## config.mk

```make
export PLATFORM = sky130hd
export DESIGN_NAME = pc_unit_ras
export DESIGN_NICKNAME = d
export VERILOG_FILES = /design/src/rtl/pc_unit_ras.sv
export SDC_FILE = /design/constraint.sdc
export NUM_CORES = 1
export LEC_CHECK = 0
export ABC_AREA = 1
export CAP_MARGIN = 20
export CORE_MARGIN = 2
export CORE_UTILIZATION = 45
export CTS_CLUSTER_SIZE = 10
export DETAILED_ROUTE_END_ITERATION = 10
export PLACE_DENSITY = 0.65
export SLEW_MARGIN = 10
export SYNTH_ARGS = -nofsm -noshare
export SYNTH_HDL_FRONTEND = slang
export SYNTH_SLANG_ARGS = --single-unit
```

## constraint.sdc

```tcl
create_clock -name clkin -period 4.7 [get_ports clkin]
set_input_delay 1.175 -clock clkin [delete_from_list [all_inputs] [get_ports clkin]]
set_output_delay 1.175 -clock clkin [all_outputs]
set_load 0.05 [all_outputs]
```

## src/rtl/pc_unit_ras.sv

```systemverilog
// Program-counter unit with stall, instruction-window wrap and a return-address stack.
// pc_addr is the registered fetch address; every next-PC decision is made from the
// current inputs and lands on the following rising clkin edge.
module pc_unit_ras #(
  parameter int              AW         = 32,
  parameter longint unsigned IMEM_BYTES = 128,
  parameter logic [AW-1:0]   RESET_VEC  = '0,
  parameter int              RAS_DEPTH  = 4
) (
  input  logic          clkin,
  input  logic          reset,
  input  logic          stall,
  input  logic          jump,
  input  logic          branch,
  input  logic          zero,
  input  logic          call,
  input  logic          ret,
  input  logic [31:0]   instr,
  input  logic [AW-1:0] rt_data,
  output logic [AW-1:0] pc_addr,
  output logic          ras_empty,
  output logic          ras_full,
  output logic          ras_err,
  output logic          oob
);

  localparam int PW = (RAS_DEPTH > 1) ? $clog2(RAS_DEPTH) : 1;
  localparam int CW = $clog2(RAS_DEPTH + 1);
  localparam logic [PW-1:0] PTR_MAX = PW'(RAS_DEPTH - 1);
  localparam logic [CW-1:0] CNT_MAX = CW'(RAS_DEPTH);

  // ras_ptr is the next write slot; the most recent entry sits one below it.
  logic [AW-1:0] ras_mem [RAS_DEPTH];
  logic [PW-1:0] ras_ptr;
  logic [CW-1:0] ras_cnt;
  logic [PW-1:0] ptr_inc;
  logic [PW-1:0] ptr_dec;
  logic [AW-1:0] ras_top;

  logic [AW-1:0] pc4;
  logic [AW-1:0] imm;
  logic [31:0]   pc4_ext;
  logic [31:0]   jmp_ext;
  logic [AW-1:0] jmp_tgt;
  logic [AW-1:0] target;
  logic [63:0]   tgt_ext;
  logic          is_jr;
  logic          do_pop;
  logic          do_push;
  logic          ras_under;
  logic          bad_align;
  logic          force_rst;

  assign ras_empty = (ras_cnt == '0);
  assign ras_full  = (ras_cnt == CNT_MAX);

  // Circular pointer arithmetic, valid for non-power-of-two depths too.
  always_comb begin
    ptr_inc = (ras_ptr == PTR_MAX) ? '0 : ras_ptr + 1'b1;
    ptr_dec = (ras_ptr == '0) ? PTR_MAX : ras_ptr - 1'b1;
    ras_top = ras_mem[ptr_dec];
  end

  // Candidate targets; the j/jal target is built 32 bits wide so AW = 28 needs no special case.
  always_comb begin
    pc4     = pc_addr + AW'(4);
    imm     = {{(AW-16){instr[15]}}, instr[15:0]};
    pc4_ext = '0;
    pc4_ext[AW-1:0] = pc4;
    jmp_ext = {pc4_ext[31:28], instr[25:0], 2'b00};
    jmp_tgt = jmp_ext[AW-1:0];
  end

  // Next-PC selection, RAS side effects and window check.
  always_comb begin
    is_jr     = jump & (instr[31:26] == 6'b001000);
    do_pop    = ~stall & is_jr & ret & ~ras_empty;
    do_push   = ~stall & jump & ~is_jr & call;
    ras_under = ~stall & is_jr & ret & ras_empty;
    bad_align = 1'b0;
    if (is_jr && ret && !ras_empty) begin
      target = ras_top;
    end else if (is_jr) begin
      target    = {rt_data[AW-1:2], 2'b00};
      bad_align = (rt_data[1:0] != 2'b00);
    end else if (jump) begin
      target = jmp_tgt;
    end else if (branch && zero) begin
      target = pc4 + (imm << 2);
    end else begin
      target = pc4;
    end
    tgt_ext = '0;
    tgt_ext[AW-1:0] = target;
    force_rst = bad_align | (tgt_ext >= IMEM_BYTES);
  end

  // PC register and the one-cycle out-of-window pulse.
  always_ff @(posedge clkin or posedge reset) begin
    if (reset) begin
      pc_addr <= RESET_VEC;
      oob     <= 1'b0;
    end else if (stall) begin
      oob <= 1'b0;
    end else begin
      pc_addr <= force_rst ? RESET_VEC : target;
      oob     <= force_rst;
    end
  end

  // RAS pointer, saturating count and sticky error flag.
  always_ff @(posedge clkin or posedge reset) begin
    if (reset) begin
      ras_ptr <= '0;
      ras_cnt <= '0;
      ras_err <= 1'b0;
    end else begin
      if (do_push) begin
        ras_ptr <= ptr_inc;
        if (!ras_full) ras_cnt <= ras_cnt + 1'b1;
      end else if (do_pop) begin
        ras_ptr <= ptr_dec;
        ras_cnt <= ras_cnt - 1'b1;
      end
      if (ras_under || (do_push && ras_full)) ras_err <= 1'b1;
    end
  end

  // RAS storage; a push when full lands on the oldest slot.
  always_ff @(posedge clkin) begin
    if (do_push) ras_mem[ras_ptr] <= pc4;
  end

endmodule

```

==> reports/qor.yml, run 1 <==
status: "complete, no violations"
synth_cell_types: 49
vias: 10000
start_kind: "register"
post_cts_resized: 0
slew_viol_final: 0
hold_path_startpoint: "ras_err"
rr_worst_depth: 23
critPathKind: "reg -> reg"
irDropWorstVdd_mv: 0.300
start_util_pct: 45.5
worst_hold_path_type: "reg -> reg"
cp_top_family: "simple AND/OR/NAND/NOR gates"
setup_viol: 0
fin_crit_ns: 4.27
ctsRootBufferMaster: "clkbuf_16"
n_fill_cell: 2286
critPathMaxStageDelay_ns: 0.55
drc: 0
grt_use_total_pct: 28.0
crit_top_cell: "nand2_1"
fin_util_pct: 54.1
grt_start_max_net_pins: 65
cp_num_buf_inv: 2
r2r_slack_ns: 0.43
clk_latency_ns: 0.44
clock_skew_ns: 0.0171
tightest_slew_ns: 0.785
fin_setup_tns_ns: 0
drtPass1Iterations: 5
crit_arrival_ns: 4.65
fin_crit_sh_pct: 90.8
drt_first_iter_violations: 960
cts.sinks: 167
crit_path_max_fanout: 8
area_delta_synth_final_pct: 19.0
avgSynthCellArea_um2: 7.64
worstReg2RegStart: "pc_addr[12]"
wire_per_inst_um: 18.8
cts_buffers: 17
cts_tree: "done"
dieHeight_um: 160
cts_setup_buffers: 0
io_buffers: 107
dieArea_mm2: 0.0256
min_to: "ras_err"
fmaxAchievable_mhz: 234
syn-instance-count: 1435
rsz0062_at_grt: "false"
cp-end-kind: "register"
grt_pass1_wl_um: 54600
cp_slowest_cell: "dfrtp_1"
synth_warnings: 0
max_slew_margin_pct: 47.5
dpl.hpwl_um: 26200
drive_gt1_share_pct: 7.26
hold_violations: 0
syn_area_mm2: 0.0110
antenna_found_initial: 0
grt_overflow_total: 0
grt_pass1_vias: 9421
ioPinCount: 108
critical_path_required_ns: 5.08
p_per_area_mw_per_mm2: 327
num_antenna_cells: 0
viasPerCell: 5.33
nets: 1657
coreArea_mm2: 0.0241
ant_nets: 0
clockBufferDepth: 2
wirelength_um: 35400
critical_path.cell_chain: "inv_1 > nor3_1 > nand2_1 > nor2_1 > nand2_1 > nand2_1 > and2_1 > ha_1 > inv_1 > o21ai_0 > a21oi_1 > nand2_1 > a21oi_1 > nand3_1 > nand3_1 > nand2_1 > nand2_1 > nand3_1 > nor2_2 > nand3_2 > nor2_4 > nand3_1 > nand2_1"
num_rows: 57
synth_seq_cells: 167
p_total_uw: 4260
yosysSeqAreaShare_pct: 44.0
globalplace.congestion: 1.04
holdBufCountCts: 0
leakage_uw: 0.00591
clk_pin_slew_ns: 0.08
htreeDepth: 4
worstHoldPathCells: 1
r2r_end: "pc_addr[6]"
synth_nets: 1548
drv_cap: 0
die_x_um: 160
[routing by layer]
metal	share of wire, %	up-vias	track usage, %
li1	-	4914	-
met1	44	4663	39.5
met2	47	404	45.3
met3	7.7	45	3.69
met4	2.2	0	7.78
met5	0	-	0
[area by class of cell]
type,count,area [um2],area share [%]
clock buffers,18,439,3.37
clock inverters,14,149,1.14
inverters,207,777,5.96
multi-input cells,1015,5100,39.1
flip-flops and latches,167,4820,37.0
well taps,324,405,3.11
repair buffers,136,1350,10.3
[cells by family after synthesis]
group	Yosys count	synth area share, %
mux	1	0.103
xor+xnor	14	1.12
fa+ha+maj	41	4.82
flops	167	44.0
simple gates	761	29.8
compound gates	198	10.4
buf+inv	253	9.76
[per-stage QoR]
| step | cell area (um2) | setup WS [ns] | std cells | hold WS, ns |
|---|---|---|---|---|
| after floorplan | 11000 | 1.01 | 1435 | 0.518 |
| after CTS | 13000 | 0.517 | 1880 | 0.489 |
| final | 13000 | 0.434 | 1881 | 0.481 |
| after global placement | 12400 | 0.447 | 1848 | 0.454 |
| after detailed placement | 12400 | 0.425 | 1848 | 0.469 |
| after global routing | 13000 | 0.121 | 1881 | 0.521 |
[registers in the layout, indices dropped and copies added, names as in the netlist]
signal and cells:
ras_err 1, ras_cnt 3, ras_ptr 2, oob 1, pc_addr 32, ras_mem 128
[cells in the mapped netlist, drive strengths merged]
cell type    n  area (um2)
a211o        1        8.76
a21o         3        22.5
a21oi       57         285
a221oi       4        35.0
a311oi       1        8.76
a31oi        1        6.26
a32o         1        10.0
and2         6        37.5
and3         1        6.26
buf         20         125
clkbuf      26         168
clkinv       2        7.51
dfrtp       39         976
edfxtp     128        3840
fa           2        40.0
ha          39         488
inv        205         769
mux2         1        11.3
nand2      413        1570
nand3      101         526
nand3b      10        78.8
nand4       15         100
nor2       189         785
nor3        18         116
nor3b        2        15.0
nor4         1        6.26
o211ai       3        22.5
o21ai       94         478
o21bai       4        30.0
o221a        4        45.0
o221ai      10        87.6
o22ai       13        81.3
o2bb2ai      2        17.5
or2          5        31.3
xor2        14         123
[worst max path at each step]
stage,startpoint,slack (ns),depth (start not counted),to
2_1_floorplan,pc_addr[2],1.01,23,oob
3_3_place_gp,instr[0],0.45,17,pc_addr[5]
3_5_place_dp,instr[0],0.43,17,pc_addr[5]
4_1_cts,pc_addr[6],0.52,22,pc_addr[6]
5_1_grt,pc_addr[2],0.12,19,pc_addr[2]
6_report,pc_addr[12],0.43,23,pc_addr[6]
[power by group]
group / switching, uW / internal [uW]
sequential: 44.1 / 1640
combinational: 783 / 392
clock: 670 / 726
total: 1500 / 2760
[cell usage in the layout, fill, tap and decap left out, types with 3 or more instances in the layout]
cell type / n
inv_6: 4
nand2_2: 9
nor2_4: 12
buf_4: 25
nor3_2: 3
inv_8: 5
nand2_1: 404
a21o_1: 3
o22ai_1: 13
edfxtp_1: 128
clkbuf_16: 17
nand3_1: 97
nor2_2: 6
clkdlybuf4s50_1: 107
a221oi_1: 4
nand3b_1: 9
xor2_1: 14
or2_2: 5
inv_1: 202
nand4_1: 14
nor2_1: 171
inv_2: 3
o21bai_1: 4
and2_1: 6
o21ai_0: 90
nand3_2: 4
o211ai_1: 3
a21oi_1: 57
nor3_1: 14
buf_12: 3
dfrtp_1: 39
o221ai_1: 10
o221a_2: 4
ha_1: 39
No activity file was read; power rests on OpenSTA's default activity.
==> run 2, diff against run 1 <==
GPL_ROUTABILITY_DRIVEN = 0   (was unset)
SKIP_CTS_REPAIR_TIMING = 1   (was unset)
==> run 2 against run 1 <==
Combinational power is essentially flat. Cell area down 0.65%. Sequential share of layout area rose by 0.24 points. Largest cell class unchanged. Largest power group unchanged. Via count up 0.43%. Final cell count decreased by 0.21%.
==> reports/qor.yml, run 2 (synthesis gave the netlist of run 1 again) <==
status: "complete, no violations"
cp-end-kind: "register"
final_cell_mix: "nand2_1, inv_1, nor2_1, edfxtp_1, clkdlybuf4s50_1"
leakage_uw: 0.00586  # -0.87%
p_seq_share_pct: 39.4  # -0.2 points
crit_top_cell: "nand2_1"
crit_path_max_fanout: 8  # unchanged
hold_path_startpoint: "ras_err"
drt_first_iter_violations: 1033  # +7.6%
largest_reg_flops: 128  # unchanged
placed_area_mm2: 0.0124  # -0.48%
rr_worst_depth: 23  # unchanged
final_common_cell: "nand2_1"
setup_viol: 0  # unchanged
start_kind: "register"
register_area_mm2: 0.00482  # unchanged
top_register: "ras_mem"
drive_gt1_share_pct: 6.95  # -0.30 points
cp_top_family: "simple AND/OR/NAND/NOR gates"
wire_per_inst_um: 18.2  # -3.4%
drc: 0  # unchanged
multi_input_area_mm2: 0.00510  # unchanged
crit_arrival_ns: 4.53  # -0.12 ns
coreArea_mm2: 0.0241  # unchanged
cts.sinks: 167  # unchanged
die_x_um: 160  # unchanged
cts_buffers: 17  # unchanged
ioPinCount: 108  # unchanged
max_slew_margin_pct: 43.2  # -4.3 points
grt_pass1_vias: 9480  # +0.63%
cp.depth: 23  # unchanged
critPathKind: "reg -> reg"
switching_share_pct: 35.5  # +0.30 points
viasPerCell: 5.36  # +0.64%
startpoint: "pc_addr[6]"
grt_overflow_total: 0  # unchanged
cp_slowest_cell: "dfrtp_1"
cts_tree: "done"
critical_path.cell_chain: "nand2_2 > nor2_1 > nand2_1 > nor3b_1 > or2_2 > and2_1 > ha_1 > nand2_1 > inv_1 > nand2_1 > nand2_1 > o21bai_1 > a21oi_1 > nand3_1 > nand3_1 > nand2_1 > nand2_1 > nand2_1 > nor2_1 > nand3_2 > nor2_4 > nand3_1 > nand2_1"
worst_hold_path_type: "reg -> reg"
irDropWorstVdd_mv: 0.337  # +12%
io_buffers: 107  # unchanged
clock_skew_ns: 0.0100  # -0.00707 ns
combPwrFrac_pct: 27.3  # -0.3 points
clockBufferDepth: 2  # unchanged
num_antenna_cells: 0  # unchanged
fin_setup_tns_ns: 0  # unchanged
nets: 1653  # -0.24%
rsz0062_at_grt: "false"
cp_num_buf_inv: 1  # -1
dieArea_mm2: 0.0256  # unchanged
grt_use_total_pct: 26.8  # -1.2 points
n_fill_cell: 2347  # +2.7%
fin_crit_ns: 4.15  # -0.111 ns
dieHeight_um: 160  # unchanged
critPathMaxStageDelay_ns: 0.51  # -0.04 ns
clockPowerShare_pct: 33.4  # +0.6 points
antenna_found_initial: 0  # unchanged
critical_path_required_ns: 5.07  # about the same
vias: 10100  # +0.43%
ant_nets: 0  # unchanged
grt_pass1_wl_um: 52700  # -3.5%
tightest_slew_ns: 0.851  # +0.0667 ns
drv_cap: 0  # unchanged
slew_viol_final: 0  # unchanged
switching_power_uw: 1520  # +1.3%
wirelength_um: 34100  # -3.6%
hold_violations: 0  # unchanged
htreeDepth: 4  # unchanged
ctsRootBufferMaster: "clkbuf_16"
clk_pin_slew_ns: 0.07  # about the same
worstReg2RegStart: "pc_addr[6]"
r2r_slack_ns: 0.55  # +0.11 ns
final_design_area_no_fill_mm2: 0.0130  # -0.65%
reg_top3: "ras_mem: 128 flops, pc_addr: 32 flops, ras_cnt: 3 flops"
p_int_uw: 2760  # about the same
worstSetupEndpoint: "pc_addr[3]"
start_util_pct: 45.5  # unchanged
dpl.hpwl_um: 24700  # -5.7%
drtPass1Iterations: 5  # unchanged
area_delta_synth_final_pct: 18.2
p_per_area_mw_per_mm2: 330  # +1.1%
fin_crit_sh_pct: 88.4  # -2.4 points
r2r_end: "pc_addr[3]"
grt_start_max_net_pins: 66  # +1.5%
num_rows: 57  # unchanged
fmaxAchievable_mhz: 241  # +2.7%
clk_latency_ns: 0.43  # about the same
## run 2: layout make-up
class                      count  area share, %
clock buffer                  18           3.31
clock inverter                14           1.25
tap                          324           3.13
inverter                     207           6.00
sequential                   167           37.2
multi-input combinational   1015           39.4
timing repair buffer         132           9.72
## run 2: worst min-delay path by stage
stage / depth (start not counted) / slack, ns / to
2_1_floorplan: 0 / 0.52 / ras_mem[0][0]
3_3_place_gp: 1 / 0.46 / ras_err
3_5_place_dp: 1 / 0.46 / ras_err
4_1_cts: 1 / 0.48 / ras_err
5_1_grt: 1 / 0.51 / ras_err
6_report: 1 / 0.47 / ras_err
## run 2: worst reg2reg max path, cell delays in order (launching register included)
cell,delay (ns)
dfrtp_1,0.51
nand2_2,0.13
nor2_1,0.23
nand2_1,0.09
nor3b_1,0.47
or2_2,0.21
and2_1,0.28
ha_1,0.35
nand2_1,0.16
inv_1,0.05
nand2_1,0.06
nand2_1,0.06
o21bai_1,0.20
a21oi_1,0.27
nand3_1,0.11
nand3_1,0.09
nand2_1,0.05
nand2_1,0.05
nand2_1,0.05
nor2_1,0.11
nand3_2,0.12
nor2_4,0.24
nand3_1,0.12
nand2_1,0.07
## run 2: power groups by stage
stage | Combinational (uW) | Clock [uW] | Sequential (uW)
finish | 1170 | 1430 | 1680
floorplan | 735 | 0 | 1730
global route | 1300 | 1490 | 1690
detailed placement | 1160 | 0 | 1720
global placement | 1140 | 0 | 1710
CTS | 1160 | 1440 | 1680
## run 2: metal layers
layer	global-route usage (%)	share of wire, %	vias up
li1	-	-	4898
met3	2.99	7.6	63
met5	0	0	-
met4	8.44	2.6	0
met2	43.6	46	465
met1	37.7	44	4643
## run 2: through the flow
step                std cells  hold WS, ns  setup WS (ns)  util (%)  power (uW)
floorplan                1435        0.518           1.01         -        2460
global placement         1845        0.460          0.476      51.3        2860
detailed placement       1845        0.464          0.442      51.3        2870
CTS                      1877        0.479          0.598      53.7        4290
global route             1877        0.514          0.230      53.7        4480
finish                   1877        0.474          0.545      53.7        4280
